### src/rtl/ic_test_sequencer_if.sv
// Signal bundle between the IC test sequencer and its surroundings (control, vector ROM, DUT pins).
// err_count exists only when IC_TEST_FULL_SCAN_EN is defined.
interface ic_test_sequencer_if #(
    parameter int PINS   = 14,
    parameter int ADDR_W = 8
);
    logic [31:0]       number;
    logic              icg;
    logic [ADDR_W-1:0] vec_addr;
    logic [3*PINS:0]   vec_data;
    logic [PINS-1:0]   pin_drive;
    logic [PINS-1:0]   pin_oe;
    logic [PINS-1:0]   pin_in;
    logic              busy;
    logic              done;
    logic              pass;
    logic              unknown_ic;
    logic [ADDR_W-1:0] fail_idx;
`ifdef IC_TEST_FULL_SCAN_EN
    logic [ADDR_W-1:0] err_count;
`endif

    modport slave (
        input  number, icg, vec_data, pin_in,
`ifdef IC_TEST_FULL_SCAN_EN
        output err_count,
`endif
        output vec_addr, pin_drive, pin_oe, busy, done, pass, unknown_ic, fail_idx
    );

    modport master (
        output number, icg, vec_data, pin_in,
`ifdef IC_TEST_FULL_SCAN_EN
        input  err_count,
`endif
        input  vec_addr, pin_drive, pin_oe, busy, done, pass, unknown_ic, fail_idx
    );
endinterface

### src/rtl/ic_test_sequencer.sv
// Functional tester for 14-pin logic ICs: maps an IC number to a vector-ROM base and runs the vectors.
// Define IC_TEST_FULL_SCAN_EN to run every vector and count failures instead of stopping at the first.
module ic_test_sequencer #(
    parameter int PINS          = 14,
    parameter int ADDR_W        = 8,
    parameter int SETTLE_CYCLES = 50
) (
    input  logic               iCLK,
    input  logic               iRST,
    ic_test_sequencer_if.slave bus
);
    localparam int CNT_W = (SETTLE_CYCLES > 1) ? $clog2(SETTLE_CYCLES) : 1;
    // DIP supply pins: GND at the middle, VCC at the top; never driven, never compared
    localparam logic [PINS-1:0] PWR_MASK = (PINS'(1) << (PINS/2 - 1)) | (PINS'(1) << (PINS - 1));

    typedef enum logic [2:0] {
        S_IDLE, S_LOOKUP, S_FETCH, S_APPLY, S_SETTLE, S_SAMPLE, S_DONE
    } state_t;

    state_t            state_q, state_d;
    logic              icg_q;
    logic [PINS-1:0]   sync1_q, sync2_q;
    logic [31:0]       number_q, number_d;
    logic [ADDR_W-1:0] vec_addr_q, vec_addr_d;
    logic [ADDR_W-1:0] idx_q, idx_d;
    logic [CNT_W-1:0]  cnt_q, cnt_d;
    logic [PINS-1:0]   expect_q, expect_d;
    logic [PINS-1:0]   mask_q, mask_d;
    logic              last_q, last_d;
    logic [PINS-1:0]   pin_drive_q, pin_drive_d;
    logic [PINS-1:0]   pin_oe_q, pin_oe_d;
    logic              pass_q, pass_d;
    logic              unknown_q, unknown_d;
    logic [ADDR_W-1:0] fail_idx_q, fail_idx_d;
`ifdef IC_TEST_FULL_SCAN_EN
    logic [ADDR_W-1:0] err_q, err_d;
`endif

    logic              start, hit, mismatch, wrap, bad;
    logic [ADDR_W-1:0] base;
    logic [PINS-1:0]   v_drive, v_expect, v_mask;

    assign start    = bus.icg & ~icg_q & (state_q == S_IDLE);
    assign v_drive  = bus.vec_data[PINS-1:0];
    assign v_expect = bus.vec_data[2*PINS-1:PINS];
    assign v_mask   = bus.vec_data[3*PINS-1:2*PINS] & ~PWR_MASK;
    assign mismatch = |((sync2_q ^ expect_q) & mask_q);
    assign wrap     = ~last_q & (vec_addr_q == '1);
    assign bad      = mismatch | wrap;

    always_comb begin
        hit  = 1'b1;
        base = '0;
        case (number_q)
            32'd7400: base = ADDR_W'('h00);
            32'd7402: base = ADDR_W'('h10);
            32'd7404: base = ADDR_W'('h20);
            32'd7408: base = ADDR_W'('h30);
            32'd7432: base = ADDR_W'('h40);
            32'd7486: base = ADDR_W'('h50);
            default:  hit  = 1'b0;
        endcase
    end

    always_comb begin
        state_d     = state_q;
        number_d    = number_q;
        vec_addr_d  = vec_addr_q;
        idx_d       = idx_q;
        cnt_d       = cnt_q;
        expect_d    = expect_q;
        mask_d      = mask_q;
        last_d      = last_q;
        pin_drive_d = pin_drive_q;
        pin_oe_d    = pin_oe_q;
        pass_d      = pass_q;
        unknown_d   = unknown_q;
        fail_idx_d  = fail_idx_q;
`ifdef IC_TEST_FULL_SCAN_EN
        err_d       = err_q;
`endif
        case (state_q)
            S_IDLE: begin
                pin_oe_d    = '0;
                pin_drive_d = '0;
                if (start) begin
                    number_d   = bus.number;
                    pass_d     = 1'b0;
                    unknown_d  = 1'b0;
                    fail_idx_d = '0;
`ifdef IC_TEST_FULL_SCAN_EN
                    err_d      = '0;
`endif
                    state_d    = S_LOOKUP;
                end
            end
            S_LOOKUP: begin
                if (!hit) begin
                    unknown_d = 1'b1;
                    pass_d    = 1'b0;
                    state_d   = S_DONE;
                end else begin
                    vec_addr_d = base;
                    idx_d      = '0;
                    state_d    = S_FETCH;
                end
            end
            S_FETCH: state_d = S_APPLY;
            S_APPLY: begin
                expect_d    = v_expect;
                mask_d      = v_mask;
                last_d      = bus.vec_data[3*PINS];
                pin_drive_d = v_drive & ~v_mask & ~PWR_MASK;
                pin_oe_d    = ~v_mask & ~PWR_MASK;
                cnt_d       = CNT_W'(SETTLE_CYCLES - 1);
                state_d     = S_SETTLE;
            end
            S_SETTLE: begin
                if (cnt_q == '0) state_d = S_SAMPLE;
                else             cnt_d   = cnt_q - CNT_W'(1);
            end
            S_SAMPLE: begin
`ifdef IC_TEST_FULL_SCAN_EN
                // Keep running after a failure; only the first one sets fail_idx
                if (bad) begin
                    err_d = err_q + ADDR_W'(1);
                    if (err_q == '0) fail_idx_d = idx_q;
                end
                if (last_q || wrap) begin
                    pass_d  = ~bad & (err_q == '0);
                    state_d = S_DONE;
                end else begin
                    idx_d      = idx_q + ADDR_W'(1);
                    vec_addr_d = vec_addr_q + ADDR_W'(1);
                    state_d    = S_FETCH;
                end
`else
                if (bad) begin
                    fail_idx_d = idx_q;
                    pass_d     = 1'b0;
                    state_d    = S_DONE;
                end else if (last_q) begin
                    pass_d  = 1'b1;
                    state_d = S_DONE;
                end else begin
                    idx_d      = idx_q + ADDR_W'(1);
                    vec_addr_d = vec_addr_q + ADDR_W'(1);
                    state_d    = S_FETCH;
                end
`endif
                if (state_d == S_DONE) begin
                    pin_oe_d    = '0;
                    pin_drive_d = '0;
                end
            end
            S_DONE: begin
                pin_oe_d    = '0;
                pin_drive_d = '0;
                state_d     = S_IDLE;
            end
            default: state_d = S_IDLE;
        endcase
    end

    always_ff @(posedge iCLK or posedge iRST) begin
        if (iRST) begin
            state_q     <= S_IDLE;
            icg_q       <= 1'b0;
            sync1_q     <= '0;
            sync2_q     <= '0;
            number_q    <= '0;
            vec_addr_q  <= '0;
            idx_q       <= '0;
            cnt_q       <= '0;
            expect_q    <= '0;
            mask_q      <= '0;
            last_q      <= 1'b0;
            pin_drive_q <= '0;
            pin_oe_q    <= '0;
            pass_q      <= 1'b0;
            unknown_q   <= 1'b0;
            fail_idx_q  <= '0;
`ifdef IC_TEST_FULL_SCAN_EN
            err_q       <= '0;
`endif
        end else begin
            state_q     <= state_d;
            icg_q       <= bus.icg;
            sync1_q     <= bus.pin_in;
            sync2_q     <= sync1_q;
            number_q    <= number_d;
            vec_addr_q  <= vec_addr_d;
            idx_q       <= idx_d;
            cnt_q       <= cnt_d;
            expect_q    <= expect_d;
            mask_q      <= mask_d;
            last_q      <= last_d;
            pin_drive_q <= pin_drive_d;
            pin_oe_q    <= pin_oe_d;
            pass_q      <= pass_d;
            unknown_q   <= unknown_d;
            fail_idx_q  <= fail_idx_d;
`ifdef IC_TEST_FULL_SCAN_EN
            err_q       <= err_d;
`endif
        end
    end

    assign bus.vec_addr   = vec_addr_q;
    assign bus.pin_drive  = pin_drive_q;
    assign bus.pin_oe     = pin_oe_q;
    assign bus.busy       = (state_q != S_IDLE);
    assign bus.done       = (state_q == S_DONE);
    assign bus.pass       = pass_q;
    assign bus.unknown_ic = unknown_q;
    assign bus.fail_idx   = fail_idx_q;
`ifdef IC_TEST_FULL_SCAN_EN
    assign bus.err_count  = err_q;
`endif
endmodule
### src/flat_wrapper.sv
// flat-port wrapper written by rule: the top's interface ports become plain ports
module ic_test_sequencer_flat 
#(
    parameter int PINS          = 14,
    parameter int ADDR_W        = 8,
    parameter int SETTLE_CYCLES = 50
)
  (iCLK, iRST, bus_number, bus_icg, bus_vec_data, bus_pin_in, bus_vec_addr, bus_pin_drive, bus_pin_oe, bus_busy, bus_done, bus_pass, bus_unknown_ic, bus_fail_idx);
  ic_test_sequencer_if #(.PINS(PINS), .ADDR_W(ADDR_W)) bus_i ();
  input  logic iCLK;
  input  logic iRST;
  input wire logic [$bits(bus_i.number)-1:0] bus_number;
  input wire logic [$bits(bus_i.icg)-1:0] bus_icg;
  input wire logic [$bits(bus_i.vec_data)-1:0] bus_vec_data;
  input wire logic [$bits(bus_i.pin_in)-1:0] bus_pin_in;
  output wire logic [$bits(bus_i.vec_addr)-1:0] bus_vec_addr;
  output wire logic [$bits(bus_i.pin_drive)-1:0] bus_pin_drive;
  output wire logic [$bits(bus_i.pin_oe)-1:0] bus_pin_oe;
  output wire logic [$bits(bus_i.busy)-1:0] bus_busy;
  output wire logic [$bits(bus_i.done)-1:0] bus_done;
  output wire logic [$bits(bus_i.pass)-1:0] bus_pass;
  output wire logic [$bits(bus_i.unknown_ic)-1:0] bus_unknown_ic;
  output wire logic [$bits(bus_i.fail_idx)-1:0] bus_fail_idx;
  assign bus_i.number = bus_number;
  assign bus_i.icg = bus_icg;
  assign bus_i.vec_data = bus_vec_data;
  assign bus_i.pin_in = bus_pin_in;
  assign bus_vec_addr = bus_i.vec_addr;
  assign bus_pin_drive = bus_i.pin_drive;
  assign bus_pin_oe = bus_i.pin_oe;
  assign bus_busy = bus_i.busy;
  assign bus_done = bus_i.done;
  assign bus_pass = bus_i.pass;
  assign bus_unknown_ic = bus_i.unknown_ic;
  assign bus_fail_idx = bus_i.fail_idx;
  ic_test_sequencer #(.PINS(PINS), .ADDR_W(ADDR_W), .SETTLE_CYCLES(SETTLE_CYCLES)) u_core (.iCLK(iCLK), .iRST(iRST), .bus(bus_i));
endmodule
### config.mk
export PLATFORM = sky130hd
export DESIGN_NAME = ic_test_sequencer_flat
export DESIGN_NICKNAME = d
export VERILOG_FILES = /design/src/rtl/ic_test_sequencer_if.sv /design/src/rtl/ic_test_sequencer.sv /design/src/flat_wrapper.sv
export SDC_FILE = /design/constraint.sdc
export NUM_CORES = 1
export LEC_CHECK = 0
export CAP_MARGIN = 20
export CORE_ASPECT_RATIO = 1.5
export CORE_MARGIN = 3
export CORE_UTILIZATION = 50
export CTS_CLUSTER_DIAMETER = 80
export CTS_CLUSTER_SIZE = 40
export DETAILED_ROUTE_END_ITERATION = 7
export GPL_TIMING_DRIVEN = 0
export PLACE_DENSITY = 0.86
export SETUP_SLACK_MARGIN = 0.2
export SLEW_MARGIN = 0
export SYNTH_ARGS = -nofsm -noshare
export SYNTH_HDL_FRONTEND = slang
export SYNTH_SLANG_ARGS = --single-unit
### constraint.sdc
create_clock -name iCLK -period 5.47 [get_ports iCLK]
set_input_delay 1.094 -clock iCLK [delete_from_list [all_inputs] [get_ports iCLK]]
set_output_delay 1.094 -clock iCLK [all_outputs]
set_load 0.005 [all_outputs]
# After elaboration in Yosys (flattened, before gate mapping)
# Index checks and enable logic that the tools add are counted.
dict set report op_classes {
  reduce_logical 20
  muxes 32
  eq_ne 24
  add_sub_neg 3
  bitwise 10
}
# op n
set op_table {}
lappend op_table {{equality test 32 x 13 -> 1 bit (second input constant)} 6}
lappend op_table {{one-hot mux 14 bit (3 select lines)} 2}
lappend op_table {{2-to-1 mux 8 bit} 8}
lappend op_table {{one-hot mux 8 bit (2 select lines)} 3}
lappend op_table {{one-hot mux 7 bit (5 select lines)} 1}
lappend op_table {{2-to-1 mux 3 bit} 6}
lappend op_table {{one-hot mux 3 bit (6 select lines)} 1}
lappend op_table {{adder 8 x 1 -> 8 bit (second input constant)} 2}
lappend op_table {{AND 14 x 13 -> 14 bit} 1}
lappend op_table {{2-to-1 mux 14 bit} 1}
lappend op_table {{OR reduction 14 bit} 1}
lappend op_table {{XOR 14 bit} 1}
lappend op_table {{AND 13 bit} 1}
lappend op_table {{NOT 13 bit} 1}
lappend op_table {{equality test 3 bit (second input constant)} 4}
lappend op_table {{one-hot mux 6 bit (2 select lines)} 1}
lappend op_table {{!= test 2 x 1 -> 1 bit (second input constant)} 5}
lappend op_table {{nonzero test 3 bit} 3}
lappend op_table {{equality test 8 bit (second input constant)} 1}
lappend op_table {{!= test 2 bit (second input constant)} 4}
lappend op_table {{AND reduction 2 bit} 4}
lappend op_table {{AND reduction 4 bit} 2}
lappend op_table {{nonzero test 2 bit} 4}
lappend op_table {{equality test 3 x 2 -> 1 bit (second input constant)} 2}
lappend op_table {{15 further kinds} 24}
dict set report totals {
  wordCells 105
  input_bits 92
  regBits 151
  out_inout_bits 48
}

# Depth between registers and ports, before layout
# Gate-level depths: netlist of the first run.
dict set report depth {
  ltp_word 9
  ltp_mapped 9
  depth_no_buf 7
}

# Least setup slack after synthesis of the first run
# No wires, ideal clock.
dict set report synth_timing {
  path_kind {reg2out}
  startpoint {register u_core.state_q[0]}
  endpoint {output bus_busy}
  t_required_ns 4.376
  slack_ns 3.086
  path_stages_with_launch 5
  n_path_buf 2
  arrival_ns 1.290
  cell_sequence {dfrtp_1 > buf_2 > nor3_1 > clkbuf_1 > inv_1}
}
dict set report synth_between {
  elab_chain_len 1
}
# element line_no
set synth_rtl {}
lappend synth_rtl {{from (decl)} ic_test_sequencer.sv:20} ;# state_t state_q, state_d;
lappend synth_rtl {{from (signal assigned)} ic_test_sequencer.sv:187} ;# state_q <= state_d;
lappend synth_rtl {{nonzero test 3 bit} ic_test_sequencer.sv:212} ;# assign bus.busy = (state_q != S_IDLE);
lappend synth_rtl {{to (decl)} flat_wrapper.sv:19} ;# output wire logic [$bits(bus_i.busy)-1:0] bus_busy;
# No other way between the ends.

# Worst setup path in the final report of the first run
# Ends and elaborated chain as after synthesis.

==> flow_metrics.py, run 1 <==
metrics = {
    "worst_setup_path": {
        "crit_fanout": 10,
        "cp-start-kind": "register",
        "crit_required_ps": 4380,
        "arrival_ps": 2540,
        "crit_chain": "buf_2 -> nor3_1 -> clkbuf_1 -> inv_1 -> clkdlybuf4s50_1",
        "cpPeakStageDelay_ps": 640,
        "r2r_setup_slack_ps": 2720,
        "cp-end-kind": "primary output",
        "worst_path_dominant_cell_family": "buffers and inverters",
        "critPathSlowestCell": "nor3_1",
        "crit_type": "reg -> out",
        "path_buf_inv": 4,
    },
    "finish": {
        "final_nets": 814,
        "fin_area_um2": 8090,
        "layout-drive-gt1-share_pct": 11.9,
        "multi_input_area_um2": 2310,
        "fill_cells": 821,
        "seqCellArea_um2": 3530,
        "areaGrowthSynthToFinish_pct": 34.2,
    },
    "logic_synthesis": {
        "synth.distinct_cells": 55,
        "netlist_instances": 568,
        "ys.flop_type": "dfrtp_1",
        "synth-edff-count": 0,
        "synth_warnings": 0,
        "synth.avg_cell_area_um2": 10.6,
        "ys_seq_area_share_pct": 58.5,
        "ys_ff_latch": 141,
        "async_flop_share_pct": 100,
        "netlist_area_um2": 6030,
    },
    "timing": {
        "hold_violations": 0,
        "finalSetupTns_ps": 0,
        "period_share_pct": 66.4,
        "report.final.slew_viol_count": 0,
        "setup_violations": 0,
        "worstMarginPinSlew_ps": 767,
        "rsz0062_at_grt": "no",
        "skew_ps": 13.2,
        "fmax_mhz": 275,
        "fin_crit_ps": 3630,
        "relSlewSlack_pct": 48.4,
    },
    "routing": {
        "initialDrtViolationCount": 247,
        "dr.pass1.iters": 5,
        "postRouteAntennaNets": 0,
        "wl_per_cell_um": 17.1,
        "num_vias": 4816,
        "drc": 0,
        "wirelength_um": 15100,
        "routed_via_density": 5.47,
    },
    "floorplan": {
        "die_area_um2": 13400,
        "rows": 48,
        "io_pins": 140,
        "start_util_pct": 51.8,
        "core_area_um2": 11700,
        "die_x_um": 95.7,
        "dieHeight_um": 141,
    },
    "power_and_ir_drop": {
        "switching_power_uw": 1210,
        "p_leak_uw": 0.00350,
        "vdd_drop_max_mv": 0.328,
        "p_comb_share_pct": 28.8,
        "pwr-share-seq_pct": 42.3,
        "cellPowerDensity_nw_per_um2": 457,
        "p_total_uw": 3700,
        "netSwitchingFraction_pct": 32.8,
        "p_clk_share_pct": 28.9,
        "p_int_uw": 2490,
    },
    "clock_network": {
        "cts-root-buf": "clkbuf_16",
        "clk-insertion-delay-late_ps": 430,
        "cts_buffers": 17,
        "post_cts_buffers": 0,
        "cts_tree": "yes",
        "cts_resized": 0,
        "holdBufCountCts": 0,
        "cts_sinks": 141,
        "cts_buffer_depth": 2,
        "cts.clk_slew.worst_paths_ps": 60,
        "htreeDepth": 4,
    },
    "global_routing": {
        "grt_usage_pct": 23.3,
        "grt_pass1_vias": 5068,
        "grt_pass1_wl_um": 24100,
        "antenna_found_initial": 1,
        "grt_max_degree": 92,
        "grt-ovfl-total": 0,
    },
    "placed_design": {
        "postPlaceCellArea_um2": 7530,
        "finalWeightedCongestion": 0.824,
        "place.detailed.hpwl_um": 10900,
        "portBuffers": 127,
    },
    "run_status": {
        "status": "completed",
    },
    "worst_hold_path": {
        "worst_hold_path_type": "reg -> reg",
    },
    "flow_run": {
        "max-cap-violations": 0,
    },
}
power by group through the flow:
stage / sequential (µW) / clock, µW / combinational [µW]
after floorplan: 1510 / 0 / 703
after detailed placement: 1570 / 0 / 1050
after CTS: 1560 / 1080 / 1070
final: 1560 / 1070 / 1070
after global routing: 1590 / 1130 / 1180
after global placement: 1550 / 0 / 997
logic make-up after synthesis:
family	Yosys count	share of synthesized area, %
flip-flops	141	58.5
AND/OR/NAND/NOR	232	18.4
AO/OA/AOI/OAI	84	8.82
multiplexers	34	6.31
buffers and inverters	47	3.44
other	1	0.0622
XOR/XNOR	25	3.63
adder cells (fa/ha/maj)	4	0.830
area by class of cell:
cell class / instances / share of cell area [%]
buffer: 30 / 1.78
clock buffer: 22 / 6.11
sequential: 141 / 43.6
antenna: 1 / 0.0309
timing repair buffer: 128 / 16.0
tap: 150 / 2.32
inverter: 17 / 0.850
clock inverter: 9 / 0.773
multi-input combinational: 383 / 28.5
cell usage after synthesis (all sizes together), types with 13 or more instances:
library cell / instances / share of area (%)
xor2: 18 / 2.6
clkbuf: 15 / 0.95
and2: 13 / 1.3
nand3: 18 / 1.5
o22ai: 14 / 1.5
nor4: 18 / 1.9
nand2: 83 / 5.2
dfrtp: 141 / 58
o21ai: 39 / 3.2
nor3: 14 / 1.2
mux2: 32 / 6.0
inv: 17 / 1.1
nor2: 52 / 3.2
buf: 15 / 1.4
placed cells by master (no fill, tap or decap), types with 4 or more instances in the layout:
cell type / n
o21ai_0: 38
ha_1: 4
buf_1: 4
inv_1: 16
or3_1: 4
clkinvlp_4: 4
xor2_1: 18
o22ai_1: 14
nand4_1: 7
buf_2: 6
a31oi_1: 4
nand3_1: 18
a22oi_1: 6
nand2_1: 83
nor3_1: 13
mux2_2: 31
clkbuf_16: 17
a21oi_1: 8
dfrtp_1: 141
clkbuf_1: 14
xnor2_1: 7
nor4_1: 18
clkdlybuf4s50_1: 127
conb_1: 4
buf_4: 4
nor2_1: 52
clkbuf_8: 5
and2_1: 12
flip-flops by register name, summed over array words and instances, names as in the netlist:
name,count
u_core.number_q,32
u_core.bus.pin_drive,12
u_core.bus.pin_oe,12
u_core.expect_q,12
u_core.mask_q,12
u_core.sync1_q,12
u_core.sync2_q,12
u_core.bus.fail_idx,8
u_core.bus.vec_addr,8
u_core.idx_q,8
u_core.cnt_q,6
u_core.state_q,3
u_core.bus.pass,1
u_core.bus.unknown_ic,1
u_core.icg_q,1
u_core.last_q,1
worst paths after layout:
path                                                         start                          endpoint  cells after the start
worst max register to register  u_core.bus.vec_addr[0]$_DFFE_PP0P_  u_core.bus.pin_oe[0]$_DFFE_PP0P_                      8
worst min-delay path                  u_core.sync1_q[11]$_DFF_PP0_      u_core.sync2_q[11]$_DFF_PP0_                      0
worst max-delay path                 u_core.state_q[0]$_DFFE_PP0P_                          bus_busy                      5
max in group asynchronous                                     iRST       u_core.sync2_q[1]$_DFF_PP0_                      3
worst min register to register        u_core.sync1_q[11]$_DFF_PP0_      u_core.sync2_q[11]$_DFF_PP0_                      0
min in group asynchronous                                     iRST      u_core.sync1_q[12]$_DFF_PP0_                      2
through the flow:
stage / util, % / cells / hold WS, ps / setup WS [ps]
after floorplan: - / 571 / 331 / 595
after global placement: 64.4 / 848 / 334 / -978
after detailed placement: 64.7 / 849 / 336 / 2340
after CTS: 69.4 / 880 / 349 / 1870
after global routing: 69.5 / 881 / 352 / 1650
final: 69.5 / 881 / 347 / 1840
routing by layer:
layer  vias to the layer above  track usage, %  share of wire, %
li1                       2250               -                 -
met1                      2333            25.9                37
met2                       190            40.6                54
met3                        43            5.75               5.4
met4                         0            11.6               3.5
met5                         -               0                 0
Note: power is estimated with default switching activity, not from simulation.
==> run 2, diff against run 1 <==
--- a/config.mk
+++ b/config.mk
@@ -8,12 +8,12 @@
 export CAP_MARGIN = 20
 export CORE_ASPECT_RATIO = 1.5
 export CORE_MARGIN = 3
-export CORE_UTILIZATION = 50
+export CORE_UTILIZATION = 45
 export CTS_CLUSTER_DIAMETER = 80
 export CTS_CLUSTER_SIZE = 40
 export DETAILED_ROUTE_END_ITERATION = 7
 export GPL_TIMING_DRIVEN = 0
-export PLACE_DENSITY = 0.86
+export PLACE_DENSITY = 0.82
 export SETUP_SLACK_MARGIN = 0.2
 export SLEW_MARGIN = 0
 export SYNTH_ARGS = -nofsm -noshare
==> constraint.sdc (replaced) <==
create_clock -name iCLK -period 3.2 [get_ports iCLK]
set_input_delay 0.64 -clock iCLK [delete_from_list [all_inputs] [get_ports iCLK]]
set_output_delay 0.64 -clock iCLK [all_outputs]
set_load 0.005 [all_outputs]
==> run 2 against run 1 <==
Compared with the run above: critical path depth stayed put; clock skew shrank 5.9 ps; register-to-register slack worse by 2300 ps; sequential share of layout area is 0.59 points lower; final cell count up 1.2%.
==> flow_metrics.py, run 2 (synthesis gave the netlist of run 1 again) <==
metrics = {
    "placed_design": {
        "place.detailed.hpwl_um": 10900,
        "postPlaceCellArea_um2": 7580,
        "pre_cts_slack_ps": 518,
        "finalWeightedCongestion": 0.815,
        "portBuffers": 127,
    },
    "floorplan": {
        "core_area_um2": 13100,
        "die_x_um": 101,
        "start_util_pct": 46.1,
        "rows": 51,
        "io_pins": 140,
        "die_area_um2": 14900,
        "dieHeight_um": 148,
    },
    "routing": {
        "initialDrtViolationCount": 249,
        "num_vias": 4800,
        "routed_via_density": 5.38,
        "postRouteAntennaNets": 0,
        "drc": 0,
        "wirelength_um": 14500,
        "wl_per_cell_um": 16.3,
        "dr.pass1.iters": 5,
    },
    "flow_run": {
        "max-cap-violations": 0,
    },
    "timing": {
        "fin_crit_ps": 2790,
        "hold_violations": 0,
        "relSlewSlack_pct": 56.9,
        "worstMarginPinSlew_ps": 644,
        "setup_violations": 0,
        "setup_slack_ps": 411,
        "skew_ps": 7.25,
        "rsz0062_at_grt": "no",
        "fmax_mhz": 359,
        "report.final.slew_viol_count": 0,
        "period_share_pct": 87.2,
        "holdWs_ps": 344,
    },
    "worst_setup_path": {
        "cpPeakStageDelay_ps": 440,
        "cp-start-kind": "register",
        "worstReg2RegStart": "u_core.bus.vec_addr[0]$_DFFE_PP0P_",
        "ff2ff_path_depth": 8,
        "crit_chain": "buf_2 -> nor3_2 -> clkbuf_2 -> inv_1 -> clkdlybuf4s50_1",
        "crit_type": "reg -> out",
        "arrival_ps": 2150,
        "critPathSlowestCell": "clkdlybuf4s50_1",
        "crit_fanout": 10,
        "cp-end-kind": "primary output",
        "reg2reg_to": "u_core.bus.pin_oe[1]$_DFFE_PP0P_",
        "crit_required_ps": 2560,
        "r2r_setup_slack_ps": 440,
    },
    "finish": {
        "layout_common_cells": "dfrtp_1 (141), clkdlybuf4s50_1 (127), nand2_1 (83)",
        "fin_area_um2": 8210,
        "largest_reg_flops": 32,
        "areaGrowthSynthToFinish_pct": 36.0,
        "top_register": "u_core.number_q",
        "layout-drive-gt1-share_pct": 12.6,
        "num_antenna_cells": 0,
        "final_common_cell": "dfrtp_1",
        "final_nets": 816,
        "utilization_pct": 62.7,
    },
    "worst_hold_path": {
        "hold_depth": 0,
        "min_to": "u_core.sync2_q[4]$_DFF_PP0_",
        "min-delay-start": "u_core.sync1_q[4]$_DFF_PP0_",
        "worst_hold_path_type": "reg -> reg",
    },
    "power_and_ir_drop": {
        "p_total_uw": 6520,
        "vdd_drop_max_mv": 0.483,
        "p_clk_share_pct": 31.3,
        "p_comb_share_pct": 27.9,
        "p_int_uw": 4430,
        "switching_power_uw": 2080,
        "p_leak_uw": 0.00354,
        "cellPowerDensity_nw_per_um2": 794,
        "netSwitchingFraction_pct": 32.0,
        "pwr-share-seq_pct": 40.8,
    },
    "clock_network": {
        "cts_buffers": 17,
        "cts_sinks": 141,
        "cts_tree": "yes",
        "cts-root-buf": "clkbuf_16",
        "htreeDepth": 4,
        "cts.clk_slew.worst_paths_ps": 60,
        "cts_buffer_depth": 2,
        "clk-insertion-delay-late_ps": 410,
    },
    "global_routing": {
        "grt-ovfl-total": 0,
        "grt_pass1_wl_um": 24400,
        "antenna_found_initial": 0,
        "grt_pass1_vias": 5114,
        "grt_usage_pct": 20.7,
        "grt_max_degree": 47,
    },
    "run_status": {
        "status": "completed",
    },
}
[run 2: layer usage]
metal	track usage, %	vias to the layer above	share of wire, %
met5	0	-	0
met4	8.77	0	3.0
met1	24.8	2341	39
met2	35.5	164	53
li1	-	2260	-
met3	4.49	35	4.7
[run 2: critical path, delay by kind of cell, from the launching register on]
family	cells	cell delay, ps
buffers and inverters	4	990
DFF	1	360
and+or+nand+nor	1	380
[run 2: cell type report]
cell class                 count  area, µm²
buffer                        30        145
clock buffer                  18        439
clock inverter                14        183
fill                        1009       4880
inverter                      17       67.6
multi-input combinational    383       2310
sequential                   141       3530
tap                          159        199
timing repair buffer         130       1330
[run 2: timing repair]
| item | 4_1_cts | 5_1_grt |
|---|---|---|
| buffers inserted | 0 | 0 |
| endpoints found under the setup margin | 1 | 1 |
| hold buffers | 0 | 0 |
| gates resized for setup | 1 | 2 |
| cloned | 0 | 0 |
[run 2: per-stage QoR]
stage | TNS [ps] | instances
after floorplan | 0 | 571
after global placement | -34100 | 857
after detailed placement | 0 | 860
after CTS | 0 | 892
after global routing | 0 | 892
final | 0 | 892
[run 2: worst max-delay path by stage]
stage	startpoint	endpoint	slack, ps	cells after the start
3_5_place_dp	u_core.state_q[0]$_DFFE_PP0P_	bus_busy	520	5
4_1_cts	u_core.state_q[0]$_DFFE_PP0P_	bus_busy	270	5
3_3_place_gp	iRST	u_core.number_q[16]$_DFFE_PP0P_	-250	2
5_1_grt	u_core.bus.vec_addr[0]$_DFFE_PP0P_	u_core.bus.pin_oe[2]$_DFFE_PP0P_	260	8
6_report	u_core.state_q[0]$_DFFE_PP0P_	bus_busy	410	5
2_1_floorplan	iRST	u_core.bus.fail_idx[0]$_DFFE_PP0P_	800	1
[run 2: power by group through the flow]
stage | clock (µW) | combinational [µW] | sequential, µW
3_3_place_gp | 0 | 1710 | 2640
4_1_cts | 2070 | 1830 | 2650
6_report | 2040 | 1810 | 2660
5_1_grt | 2160 | 2040 | 2720
2_1_floorplan | 0 | 1200 | 2580
3_5_place_dp | 0 | 1810 | 2680
==> run 3, diff against run 2 <==
--- a/config.mk
+++ b/config.mk
@@ -6,7 +6,6 @@
 export NUM_CORES = 1
 export LEC_CHECK = 0
 export CAP_MARGIN = 20
-export CORE_ASPECT_RATIO = 1.5
 export CORE_MARGIN = 3
 export CORE_UTILIZATION = 45
 export CTS_CLUSTER_DIAMETER = 80
==> run 3 against run 2 <==
Compared with the run above: routed wire length up 4.1%; critical path depth increased by 3; first-iteration DRC count up 32%; largest power group unchanged; sequential cell count unchanged; critical path type is now reg -> reg; register-to-register slack got worse by 50 ps; utilization grew 1.1 points; largest cell class unchanged; sequential power barely moved; final area grew 0.15%.
==> flow_metrics.py, run 3 (synthesis gave the netlist of run 1 again) <==
metrics = {
    "power_and_ir_drop": {
        "p_clk_share_pct": 31.0,
        "p_leak_uw": 0.00355,
        "p_int_uw": 4460,
        "switching_power_uw": 2070,
        "cellPowerDensity_nw_per_um2": 795,
        "netSwitchingFraction_pct": 31.7,
        "vdd_drop_max_mv": 0.481,
        "p_comb_share_pct": 28.2,
        "pwr-share-seq_pct": 40.8,
        "p_total_uw": 6540,
    },
    "floorplan": {
        "start_util_pct": 46.8,
        "core_area_um2": 12900,
        "die_area_um2": 14800,
        "rows": 41,
        "io_pins": 140,
        "dieHeight_um": 122,
        "die_x_um": 122,
    },
    "timing": {
        "hold_violations": 0,
        "rsz0062_at_grt": "no",
        "relSlewSlack_pct": 56.4,
        "report.final.slew_viol_count": 0,
        "period_share_pct": 87.9,
        "skew_ps": 6.06,
        "fmax_mhz": 355,
        "worstMarginPinSlew_ps": 651,
        "fin_crit_ps": 2810,
        "setup_violations": 0,
        "setup_slack_ps": 386,
    },
    "flow_run": {
        "max-cap-violations": 0,
    },
    "clock_network": {
        "cts-root-buf": "clkbuf_16",
        "cts_sinks": 141,
        "cts_buffers": 17,
        "clk-insertion-delay-late_ps": 420,
        "cts.clk_slew.worst_paths_ps": 60,
        "cts_buffer_depth": 2,
        "cts_tree": "yes",
        "htreeDepth": 4,
        "holdBufCountCts": 0,
    },
    "global_routing": {
        "grt_pass1_vias": 4999,
        "antenna_found_initial": 0,
        "grt_max_degree": 46,
        "grt-ovfl-total": 0,
        "grt_usage_pct": 21.5,
        "grt_pass1_wl_um": 24900,
    },
    "worst_setup_path": {
        "arrival_ps": 3100,
        "reg2reg_to": "u_core.bus.pin_oe[10]$_DFFE_PP0P_",
        "crit_type": "reg -> reg",
        "crit_required_ps": 3480,
        "r2r_setup_slack_ps": 390,
        "critPathLaunch": "u_core.bus.vec_addr[0]$_DFFE_PP0P_",
        "ff2ff_path_depth": 8,
        "cp-start-kind": "register",
        "crit_fanout": 10,
        "cpPeakStageDelay_ps": 500,
        "crit_chain": "ha_1 -> nand3_1 -> nor4_1 -> and3b_1 -> a31oi_1 -> or3_1 -> buf_2 -> o22ai_1",
        "cp-endpoint": "u_core.bus.pin_oe[10]$_DFFE_PP0P_",
        "critPathSlowestCell": "nor4_1",
        "cp-end-kind": "register",
        "worstReg2RegStart": "u_core.bus.vec_addr[0]$_DFFE_PP0P_",
    },
    "placed_design": {
        "finalWeightedCongestion": 0.848,
        "portBuffers": 127,
        "place_inst": 873,
        "place.detailed.hpwl_um": 10900,
        "pre_cts_slack_ps": 455,
        "postPlaceCellArea_um2": 7590,
    },
    "finish": {
        "num_antenna_cells": 0,
        "layout-drive-gt1-share_pct": 12.3,
        "final-instance-count-excl-fill": 905,
        "final_nets": 816,
        "areaGrowthSynthToFinish_pct": 36.2,
        "seqCellArea_um2": 3530,
        "top_register": "u_core.number_q",
        "final_common_cell": "dfrtp_1",
        "fin_area_um2": 8220,
        "utilization_pct": 63.8,
        "layout_common_cells": "dfrtp_1 (141), clkdlybuf4s50_1 (127), nand2_1 (83)",
        "multi_input_area_um2": 2320,
        "largest_reg_flops": 32,
        "fill_cells": 1021,
    },
    "routing": {
        "dr.pass1.iters": 5,
        "drc": 0,
        "wl_per_cell_um": 16.7,
        "postRouteAntennaNets": 0,
        "num_vias": 4878,
        "routed_via_density": 5.39,
        "initialDrtViolationCount": 329,
        "wirelength_um": 15100,
    },
    "worst_hold_path": {
        "worst_hold_path_type": "reg -> reg",
    },
    "run_status": {
        "status": "completed",
    },
}
-- run 3: per-stage QoR --
stage	TNS (ps)	hold WS, ps
detailed placement	0	335
floorplan	0	331
global placement	-44660	334
global route	0	352
finish	0	347
CTS	0	348
-- run 3: cell type report --
cell class              count  share of cell area (%)
plain buffers              30                    1.77
clock buffers              22                    5.77
clock inverters            10                    1.67
inverters                  17                   0.822
multi-input cells         383                    28.2
flip-flops and latches    141                    42.9
well taps                 172                    2.62
repair buffers            130                    16.2
-- run 3: how the worst min path moves through the flow --
| stage | from | endpoint | slack (ps) | depth (start not counted) |
|---|---|---|---|---|
| 2_1_floorplan | u_core.sync1_q[0]$_DFF_PP0_ | u_core.sync2_q[0]$_DFF_PP0_ | 330 | 0 |
| 3_3_place_gp | u_core.sync1_q[12]$_DFF_PP0_ | u_core.sync2_q[12]$_DFF_PP0_ | 330 | 0 |
| 3_5_place_dp | u_core.sync1_q[2]$_DFF_PP0_ | u_core.sync2_q[2]$_DFF_PP0_ | 330 | 0 |
| 4_1_cts | u_core.sync1_q[2]$_DFF_PP0_ | u_core.sync2_q[2]$_DFF_PP0_ | 350 | 0 |
| 5_1_grt | u_core.sync1_q[2]$_DFF_PP0_ | u_core.sync2_q[2]$_DFF_PP0_ | 350 | 0 |
| 6_report | u_core.sync1_q[8]$_DFF_PP0_ | u_core.sync2_q[8]$_DFF_PP0_ | 350 | 0 |
-- run 3: what timing repair did --
item	in CTS	in global routing
resized for setup	1	3
endpoints found under the setup margin	1	1
setup buffers	0	0
-- run 3: power groups by stage --
stage / logic [µW] / registers (µW) / clock network [µW]
after floorplan: 1200 / 2580 / 0
after global placement: 1720 / 2640 / 0
after detailed placement: 1800 / 2680 / 0
after CTS: 1840 / 2660 / 2050
after global routing: 2050 / 2730 / 2130
final: 1840 / 2660 / 2030
-- run 3: per-layer routing --
metal	vias up	GRT usage (%)	part of all wire [%]
met5	-	0	0
met4	0	9.17	2.8
met3	36	4.92	5.6
met2	186	35.8	51
met1	2405	27.2	41
li1	2251	-	-
-- run 3: critical path, delay by kind of cell (launching register included) --
| kind | cells | cell delay, ps |
|---|---|---|
| buffers and inverters | 1 | 220 |
| AO/OA/AOI/OAI | 2 | 620 |
| adder cells (fa/ha/maj) | 1 | 220 |
| AND/OR/NAND/NOR | 4 | 1190 |
| flip-flops | 1 | 430 |
